<file path="src/rtl/alu_sequencer_pkg.sv">
// Shared definitions for the result-path sequencer: mux select codes and FSM encoding.
package alu_sequencer_pkg;

  localparam logic [2:0] SEL_ALU  = 3'b000;
  localparam logic [2:0] SEL_SLTI = 3'b001;
  localparam logic [2:0] SEL_SLL  = 3'b110;
  localparam logic [2:0] SEL_SRA  = 3'b111;

  typedef enum logic [1:0] {
    IDLE  = 2'b00,
    SHIFT = 2'b01,
    DONE  = 2'b10
  } state_t;

  function automatic logic is_shift(logic [2:0] op);
    return (op == SEL_SLL) || (op == SEL_SRA);
  endfunction

endpackage

</file>
<file path="src/rtl/alu_sequencer_shift_step.sv">
// One-bit shift step: logical left when arith_i is low, arithmetic right when high.
module shift_step (
  input  logic        arith_i,
  input  logic [15:0] data_i,
  output logic [15:0] data_o
);

  always_comb begin
    if (arith_i) begin
      data_o = {data_i[15], data_i[15:1]};
    end else begin
      data_o = {data_i[14:0], 1'b0};
    end
  end

endmodule

</file>
<file path="src/rtl/alu_sequencer.sv">
// Multi-cycle controller for the 16-bit result path; SLL/SRA run bit-serially,
// one position per cycle, and Done pulses for one cycle when the result is valid.
module alu_sequencer
  import alu_sequencer_pkg::*;
(
  input  logic        Clock,
  input  logic        Reset,
  input  logic        Start,
  input  logic [2:0]  Op,
  input  logic [15:0] A,
  input  logic [3:0]  ShAmt,
  output logic [2:0]  MuxSel,
  output logic [15:0] ShiftOut,
  output logic        Busy,
  output logic        Done
);

  state_t      state_q, state_d;
  logic [2:0]  op_q, op_d;
  logic [15:0] shift_q, shift_d;
  logic [3:0]  cnt_q, cnt_d;
  logic [15:0] step_out;

  // op_q[0] distinguishes SRA (111) from SLL (110) while shifting.
  shift_step u_shift_step (
    .arith_i (op_q[0]),
    .data_i  (shift_q),
    .data_o  (step_out)
  );

  always_ff @(posedge Clock) begin
    if (Reset) begin
      state_q <= IDLE;
      op_q    <= 3'b000;
      shift_q <= 16'h0000;
      cnt_q   <= 4'd0;
    end else begin
      state_q <= state_d;
      op_q    <= op_d;
      shift_q <= shift_d;
      cnt_q   <= cnt_d;
    end
  end

  always_comb begin
    state_d = state_q;
    op_d    = op_q;
    shift_d = shift_q;
    cnt_d   = cnt_q;
    unique case (state_q)
      IDLE: begin
        if (Start) begin
          op_d    = Op;
          shift_d = A;
          cnt_d   = ShAmt;
          state_d = (is_shift(Op) && (ShAmt != 4'd0)) ? SHIFT : DONE;
        end
      end
      SHIFT: begin
        shift_d = step_out;
        cnt_d   = cnt_q - 4'd1;
        if (cnt_q == 4'd1) begin
          state_d = DONE;
        end
      end
      DONE: begin
        state_d = IDLE;
      end
      default: begin
        state_d = IDLE;
      end
    endcase
  end

  // Outputs depend on registered state only.
  always_comb begin
    MuxSel   = (state_q == IDLE) ? SEL_ALU : op_q;
    ShiftOut = shift_q;
    Busy     = (state_q != IDLE);
    Done     = (state_q == DONE);
  end

endmodule

</file>
<file path="config.mk">
export PLATFORM = sky130hd
export DESIGN_NAME = alu_sequencer
export DESIGN_NICKNAME = d
export VERILOG_FILES = /design/src/rtl/alu_sequencer_pkg.sv /design/src/rtl/alu_sequencer_shift_step.sv /design/src/rtl/alu_sequencer.sv
export SDC_FILE = /design/constraint.sdc
export NUM_CORES = 1
export LEC_CHECK = 0
export CORE_MARGIN = 1
export CORE_UTILIZATION = 45
export DETAILED_ROUTE_END_ITERATION = 16
export GPL_ROUTABILITY_DRIVEN = 0
export GPL_TIMING_DRIVEN = 0
export PLACE_DENSITY = 0.78
export SYNTH_ARGS = -nofsm -noshare
export SYNTH_HDL_FRONTEND = slang
export SYNTH_SLANG_ARGS = --single-unit
</file>
<file path="constraint.sdc">
create_clock -name Clock -period 2.85 [get_ports Clock]
set_input_delay 0.57 -clock Clock [delete_from_list [all_inputs] [get_ports Clock]]
set_output_delay 0.57 -clock Clock [all_outputs]
set_load 0.01 [all_outputs]
</file>
---- After elaboration in Yosys (flattened, before gate mapping) ----
Index checks and enable logic that the tools add are counted.
Widths: inputs -> output; s select.
storage, ports and cells
  register bits after elaboration ......... 25
  output and inout port bits .............. 21
  logic and storage cells ................. 34
operators by class
  add/sub/neg operators ................... 1
  equal/unequal tests ..................... 8
  mux-type cells .......................... 10
  reduce and logical (&&, ||, !) cells .... 10
operators by type and width
  operator             count
  $mux 16              2
  $pmux 16 s2          1
  $pmux 4 s2           1
  $eq 3x3->1 const B   2
  $mux 2               3
  $ne 2x2->1 const B   3
  $reduce_and 2->1     3
  $eq 4x1->1 const B   1
  $mux 4               1
  $pmux 2 s2           1
  $reduce_bool 2->1    2
  $reduce_bool 4->1    1
  $sub 4x1->4 const B  1
  $mux 3               1
  $reduce_and 3->1     1
  $eq 2x1->1 const B   1
  $eq 2x2->1 const B   1
  $logic_not 2->1      1
  $logic_and 1x1->1    1
  $logic_or 1x1->1     1

---- Longest topological paths before layout ----
Gate-level depths: netlist (run 1).
  depth in word-level cells ............... 6
  depth in mapped cells ................... 7
  mapped depth without buffers ............ 5

---- Hierarchy ----
From an unflattened synthesis (run 1), not the netlist that was laid out.
second synthesis, totals
  cells, all modules ...................... 172
  area total of the unflattened synthesis .. 1,606.5 um^2
by module, submodules not included
  module         instances  cells an instance  area an instance (um^2)  seq. area each (um^2)
  alu_sequencer  1          154                1,365.1                  500.5
  shift_step     1          18                 241.5                    0.0

---- Least setup slack after synthesis (run 1) ----
OpenSTA, ideal clock, no wires.
  kind .................................... input-to-reg
  start ................................... input port ShAmt[2]
  end ..................................... register state_q[0]
  setup time .............................. 0.129 ns
  data arrival time ....................... 1.442 ns
  path slack .............................. 1.279 ns
  cell stages on the path ................. 4
  path through ............................ or4_1 > and4_4 > a21oi_1 > nor2_1
between the ends
  cells in the longest elaborated chain, start to end .. 5
ends and longest elaborated chain
  element                 RTL line             text
  start: declaration      alu_sequencer.sv:11  input logic [3:0] ShAmt,
  $reduce_bool 4->1       alu_sequencer.sv:56  state_d = (is_shift(Op) && (ShAmt != 4'd0)) ? SHIFT : DONE;
  $logic_and 1x1->1       alu_sequencer.sv:56
  $mux 2                  alu_sequencer.sv:56
  $mux 2                  alu_sequencer.sv:52  if (Start) begin
  $pmux 2 s2              alu_sequencer.sv:50  unique case (state_q)
  end signal: assignment  alu_sequencer.sv:38  state_q <= state_d;
  end: declaration        alu_sequencer.sv:18  state_t state_q, state_d;
Every way passes these cells. The select of a mux whose other input is x is not followed.
A chain may end at the register's enable or synchronous reset.

---- Worst setup path in the final report (run 1) ----
  start ................................... register state_q[1]
  end ..................................... output port MuxSel[1]
between the ends
  cells in the longest elaborated chain, start to end .. 2
ends and longest elaborated chain
  element           RTL line             text
  $logic_not 2->1   alu_sequencer.sv:77  MuxSel = (state_q == IDLE) ? SEL_ALU : op_q;
  $mux 3            alu_sequencer.sv:77
  end: declaration  alu_sequencer.sv:12  output logic [2:0] MuxSel,
Every way passes these cells.

==> metrics.md, run 1 <==
| Metric | Value |
|---|---|
| Max cap viols | 0 |
| Achievable frequency | 421 MHz |
| Final slew viol count | 0 |
| First-pass GRT wire length | 6150 um |
| Hpwl dp | 2700 um |
| Row count | 20 |
| Layout cells sized above 1 | 17.3% |
| Reg2reg setup slack | 1400 ps |
| Storage cell area | 500 um2 |
| GRT busiest layer | met2 |
| Syn nets | 188 |
| Vias per Instance | 5.53 |
| Status | completed |
| Worst Max-Slew Pin Slew | 515 ps |
| Crit Path Category | flip-flop to output pin |
| Yosys warns | 0 |
| Fin. Hold Viols | 0 |
| Min-Delay Startpoint | op_q[1] |
| Reg2reg start | op_q[0] |
| Synth Instances | 160 |
| CP max-delay cell | clkdlybuf4s50_1 |
| Synth Cell Area | 1440 um2 |
| Ports | 47 |
| Crit path time final | 2380 ps |
| Die Wd | 58.6 um |
| Pre-CTS setup slack | 773 ps |
| Post-route ant nets | 0 |
| WHS Endpoint | op_q[1] |
| GR Util met1 | 29.6% |
| Synth Area per Inst | 9.02 um2 |
| CP peak stage delay | 490 ps |
| Worst-skew pair later-pin latency | 330 ps |
| Worst-path clk slew | 150 ps |
| Seq/Total Area, Yosys | 34.7% |
| Diode count | 0 |
| Layout area overhead | 36.4% |
| CP cell instances | buf_2 -> nor2_1 -> nor2b_1 -> clkdlybuf4s50_1 |
| Grt total ovfl | 0 |
| RSZ-0062 raised after global routing | false |
| Layout fillers | 284 |
| # setup viols final | 0 |
| Predominant post-synthesis flop cell | dfxtp_1 |
| Worst hold path stage count | 2 |
| Final WS setup | 474 ps |
| Die Ht | 58.6 um |
| Maximum vdd ir drop | 248 uV |
| Iter 0 DRT Violations | 67 |
| Synth Register Bits | 25 |
| Multi-input gate area | 805 um2 |
| Met3 usage in global routing | 3.08% |
| Initial Utilization | 47.3% |
| Asr flop ratio synth | 0% |
| Min-Delay Path Class | flip-flop to flip-flop |
| Lkg Pwr | 0.723 nW |
| Nets | 237 |
| Port Buf Inserts | 44 |
| Hold_buf cts | 0 |
| Number of flops mapped to enable cells by yosys | 0 |
| Rel. slew slack | 65.7% |
| Post-route cell area | 1970 um2 |
| Total core area | 3050 um2 |
| Post-CTS setup buffers | 0 |
| Vias | 1,394 |
| DR WL/cell | 15.0 um |
| Yosys cell types | 38 |
| Synth top area share | 34.7% |
| Reg-to-reg endpoint | ShiftOut[14] |
| Top cells by area, synth | dfxtp_1, mux2_2, a221oi_2, nor3_1, a221oi_1 |
| Routing usage on met2 | 41.1% |
| Placed inst area | 1940 um2 |
| Worst Clk Skew | 8.41 ps |
| Post-synth top cells | dfxtp_1, nor2_1, nor3_1 |
| Clk sinks | 25 |
| Die area | 3440 um2 |
| Clk buf depth | 2 |
| DRC errors left | 0 |
| Post-synth top area cell | dfxtp_1 |
| H-tree Lvls | 1 |
| Pwr dens | 443 nW/um2 |
| Root Driver | clkbuf_4 |
| CTS tree | done |
| Nature of the critical path endpoint | output pin |
| Most frequent cell after synthesis | dfxtp_1 |
| Routed wire length | 3790 um |
| Global Route Usage Sum | 23.6% |
| Drt pass-1 iters | 4 |
| Critical Path AT | 1810 ps |
| Initial antenna violation count | 0 |
| Tot Pwr | 0.872 mW |
| Worst Path Max Fanout | 10 |
| Data required, critical path | 2280 ps |
| Cts bufs inserted | 3 |
| CTS resizes | 0 |
| R2R cell count | 5 |
| Vias in the first global route | 1,342 |
| Fin Setup TNS | 0 ps |
| Critical Path Start Type | flip-flop |
| Post-route clock period utilization | 83.4% |
| Largest net degree at the start of global routing | 16 |
[how the worst max path moves through the flow]
stage | slack [ps] | cells after the start | end | from
final | 470 | 4 | MuxSel[1] | state_q[1]
after global routing | 360 | 4 | MuxSel[2] | state_q[1]
after CTS | 480 | 4 | MuxSel[0] | state_q[1]
after detailed placement | 770 | 5 | state_q[0] | ShAmt[1]
after global placement | 780 | 5 | state_q[0] | ShAmt[1]
after floorplan | 1280 | 4 | state_q[0] | ShAmt[2]
[critical path, delay by kind of cell, from the launching register on]
kind,cells,cell delay (ps)
buf+inv,2,680
simple gates,2,440
flops,1,360
[per-layer routing]
metal	vias up	part of all wire [%]
met2	64	48
li1	676	-
met1	648	44
met3	6	6.9
met4	0	1.3
met5	-	0
[cell type report]
cell class,instances,area share (%)
buffer,14,5.85
clock buffer,3,1.14
clock inverter,1,0.381
inverter,6,1.14
multi-input combinational,115,40.9
sequential,25,25.4
tap,44,2.80
timing repair buffer,44,22.4
[per-stage QoR]
| stage | utilization (%) | instances | hold slack (ps) |
|---|---|---|---|
| floorplan | - | 160 | 432 |
| global placement | 63.5 | 248 | 438 |
| detailed placement | 63.5 | 248 | 450 |
| CTS | 64.5 | 252 | 469 |
| global route | 64.5 | 252 | 499 |
| finish | 64.5 | 252 | 465 |
[flip-flops by register name (all words and copies together), names as in the netlist]
| name | cells |
|---|---|
| ShiftOut | 16 |
| cnt_q | 4 |
| op_q | 3 |
| state_q | 2 |
[cells in the final DEF (no fill, tap or decap), drive strengths merged, types with 2 or more instances in the layout]
cell type and n:
mux2i 3, a211oi 4, clkdlybuf4s50 44, clkbuf 5
nand3 3, ha 2, nor2 18, or2b 2
nand3b 2, inv 6, a21oi 11, buf 12
nand2 11, dfxtp 25, mux2 11, o211ai 4
o21ai 2, a221oi 12, nor2b 5, nor3 14
[cells by family after synthesis]
| kind of cell | Yosys count | synth area share [%] |
|---|---|---|
| buffers and inverters | 20 | 9.54 |
| adders and majority gates | 2 | 1.73 |
| AOI/OAI and AO/OA | 37 | 20.8 |
| and+or+nand+nor | 61 | 21.9 |
| xor gates and xnor gates | 1 | 0.607 |
| DFF | 25 | 34.7 |
| muxes | 14 | 10.7 |
[where the power goes]
part | switching [mW] | total (mW) | internal [mW]
Clock | 0.117 | 0.171 | 0.0537
Combinational | 0.131 | 0.288 | 0.157
Sequential | 0.0316 | 0.414 | 0.383
Note: power is estimated with default switching activity, not from simulation.
==> run 2: changes to the inputs <==
clock period = 2.2 ns   (was 2.85 ns; I/O delays follow)
==> run 2 against run 1 <==
Effect of this change: non-clock buffer count unchanged; clock skew up 4.3 ps; wire length up 0.98%.
==> metrics.md, run 2 (synthesis results as in run 1) <==
| Metric | Value |
|---|---|
| Met3 usage in global routing | 3.08% (unchanged) |
| Routed wire length | 3830 um (+0.98%) |
| Achievable frequency | 474 MHz |
| Lkg Pwr | 0.726 nW (+0.31%) |
| Maximum vdd ir drop | 323 uV (+30%) |
| WHS Endpoint | op_q[1] |
| Sequential Power Share | 47.3% (-0.2 points) |
| # setup viols final | 0 (unchanged) |
| Worst hold path stage count | 3 (+1) |
| Final WS setup | 89.2 ps (-385 ps) |
| Layout cells sized above 1 | 17.8% (+0.48 points) |
| Min-Delay Path Class | input pin to flip-flop |
| Critical Path Start Type | flip-flop |
| CP peak stage delay | 530 ps (+40 ps) |
| Initial Utilization | 47.3% (unchanged) |
| Worst Max-Slew Pin Slew | 515 ps (+0.625 ps) |
| Hpwl dp | 2700 um (unchanged) |
| Vias in the first global route | 1,342 (unchanged) |
| Worst Path Max Fanout | 10 (unchanged) |
| Vias per Instance | 5.49 (-0.72%) |
| Reg2reg setup slack | 750 ps (-650 ps) |
| Data required, critical path | 1760 ps (-520 ps) |
| Post-route clock period utilization | 95.9% |
| Max reg flops | 16 (unchanged) |
| Crit path time final | 2110 ps |
| Min-Delay Startpoint | Start |
| Routing usage on met2 | 41.1% (unchanged) |
| Worst path buffer plus inverter count | 3 (+1) |
| Pre-CTS setup slack | 253 ps (-520 ps) |
| DRC errors left | 0 (unchanged) |
| Grt total ovfl | 0 (unchanged) |
| Global Route Usage Sum | 23.6% (unchanged) |
| Fin. Hold Viols | 0 (unchanged) |
| Reg2reg start | state_q[0] |
| DR WL/cell | 15.2 um (+0.98%) |
| Die area | 3440 um2 (unchanged) |
| Sw Ratio | 32.1% (about the same) |
| CTS tree | done |
| Commonest non-fill, non-tap cells in the layout | clkdlybuf4s50_1, dfxtp_1, nor2_1 |
| Pwr dens | 573 nW/um2 (+29%) |
| Worst-path clk slew | 160 ps (about the same) |
| Hold_buf cts | 0 (unchanged) |
| Layout area overhead | 37.1% |
| CP cell instances | buf_6 -> buf_6 -> nor2b_1 -> clkdlybuf4s50_1 |
| Drt pass-1 iters | 4 (unchanged) |
| Root Driver | clkbuf_4 |
| GR Util met1 | 29.6% (unchanged) |
| Die Ht | 58.6 um (unchanged) |
| Clk sinks | 25 (unchanged) |
| CP max-delay cell | clkdlybuf4s50_1 |
| Die Wd | 58.6 um (unchanged) |
| Placed inst area | 1940 um2 (unchanged) |
| Ports | 47 (unchanged) |
| Initial antenna violation count | 0 (unchanged) |
| Clock Power Share | 19.5% (about the same) |
| Gate power share | 33.2% (+0.2 points) |
| Port Buf Inserts | 44 (unchanged) |
| H-tree Lvls | 1 (unchanged) |
| Iter 0 DRT Violations | 80 (+19%) |
| Post-route cell area | 1980 um2 (+0.51%) |
| Final slew viol count | 0 (unchanged) |
| GRT busiest layer | met2 |
| Post-CTS setup buffers | 0 (unchanged) |
| First-pass GRT wire length | 6150 um (unchanged) |
| Worst hold slack | 385 ps (-80.2 ps) |
| Max cap viols | 0 (unchanged) |
| Row count | 20 (unchanged) |
| Switching Power | 0.363 mW (+30%) |
| Reg-to-reg endpoint | cnt_q[1] |
| Status | completed |
| RSZ-0062 raised after global routing | false |
| Nets | 237 (unchanged) |
| Critical Path AT | 1670 ps (-140 ps) |
| Post-route ant nets | 0 (unchanged) |
| Diode count | 0 (unchanged) |
| Worst path most repeated cell | buf_6 |
| P_int | 0.770 mW (+30%) |
| Cell family with most CP delay | buffers and inverters |
| Vias | 1,384 (-0.72%) |
| Cts bufs inserted | 3 (unchanged) |
| Clk buf depth | 2 (unchanged) |
| Rel. slew slack | 65.6% (about the same) |
| Worst Clk Skew | 12.7 ps (+4.33 ps) |
| Worst-skew pair later-pin latency | 330 ps (about the same) |
| Nature of the critical path endpoint | output pin |
| Total core area | 3050 um2 (unchanged) |
| Commonest non-fill, non-tap cell in the layout | clkdlybuf4s50_1 |
| Fin Setup TNS | 0 ps (unchanged) |
| R2R cell count | 6 (+1) |
| CTS resizes | 1 (+1) |
| Crit Path Category | flip-flop to output pin |
| Worst setup startpoint | op_q[0] |
| Largest net degree at the start of global routing | 16 (unchanged) |
## run 2: metrics by stage
stage	util (%)	cells	power, mW
after floorplan	-	160	0.757
after global placement	63.5	248	0.905
after detailed placement	63.5	248	0.914
after CTS	64.5	252	1.13
after global routing	64.8	252	1.20
final	64.8	252	1.13
## run 2: worst max path at each step
stage,to,slack [ps],cells after the start
2_1_floorplan,state_q[0],760,4
3_3_place_gp,state_q[0],260,5
3_5_place_dp,state_q[0],250,5
4_1_cts,MuxSel[0],60,4
5_1_grt,MuxSel[2],10,4
6_report,MuxSel[0],90,4
## run 2: worst reg2reg max path, stage by stage, from the launching register on
cell,delay (ps)
dfxtp_1,350
buf_6,150
nor2_4,60
or2_1,210
buf_6,140
a211oi_1,340
a211oi_2,80
## run 2: power groups by stage
stage / clock network [mW] / registers [mW] / logic [mW]
finish: 0.221 / 0.536 / 0.376
global route: 0.245 / 0.542 / 0.408
global placement: 0 / 0.543 / 0.361
CTS: 0.225 / 0.535 / 0.372
detailed placement: 0 / 0.545 / 0.369
floorplan: 0 / 0.549 / 0.208
## run 2: final cells by class
type | instances | area, um2
Timing Repair Buffer | 44 | 440
Sequential cell | 25 | 500
Buffer | 14 | 118
Clock buffer | 3 | 22.5
Fill cell | 282 | 1070
Clock inverter | 1 | 7.51
Inverter | 6 | 22.5
Tap cell | 44 | 55.1
Multi-Input combinational cell | 115 | 812
## run 2: per-layer routing
layer  part of all wire [%]  wire length, um
met5                      0                0
met4                    1.3               48
met3                    6.2              238
met2                     48             1840
met1                     44             1700
==> run 3: changes to the inputs <==
CORE_MARGIN = not set   (was 1)
CTS_CLUSTER_DIAMETER = 60   (was not set)
==> results of run 3 <==
Same layout as run 2: the final DEF is identical, and so are final timing and power.
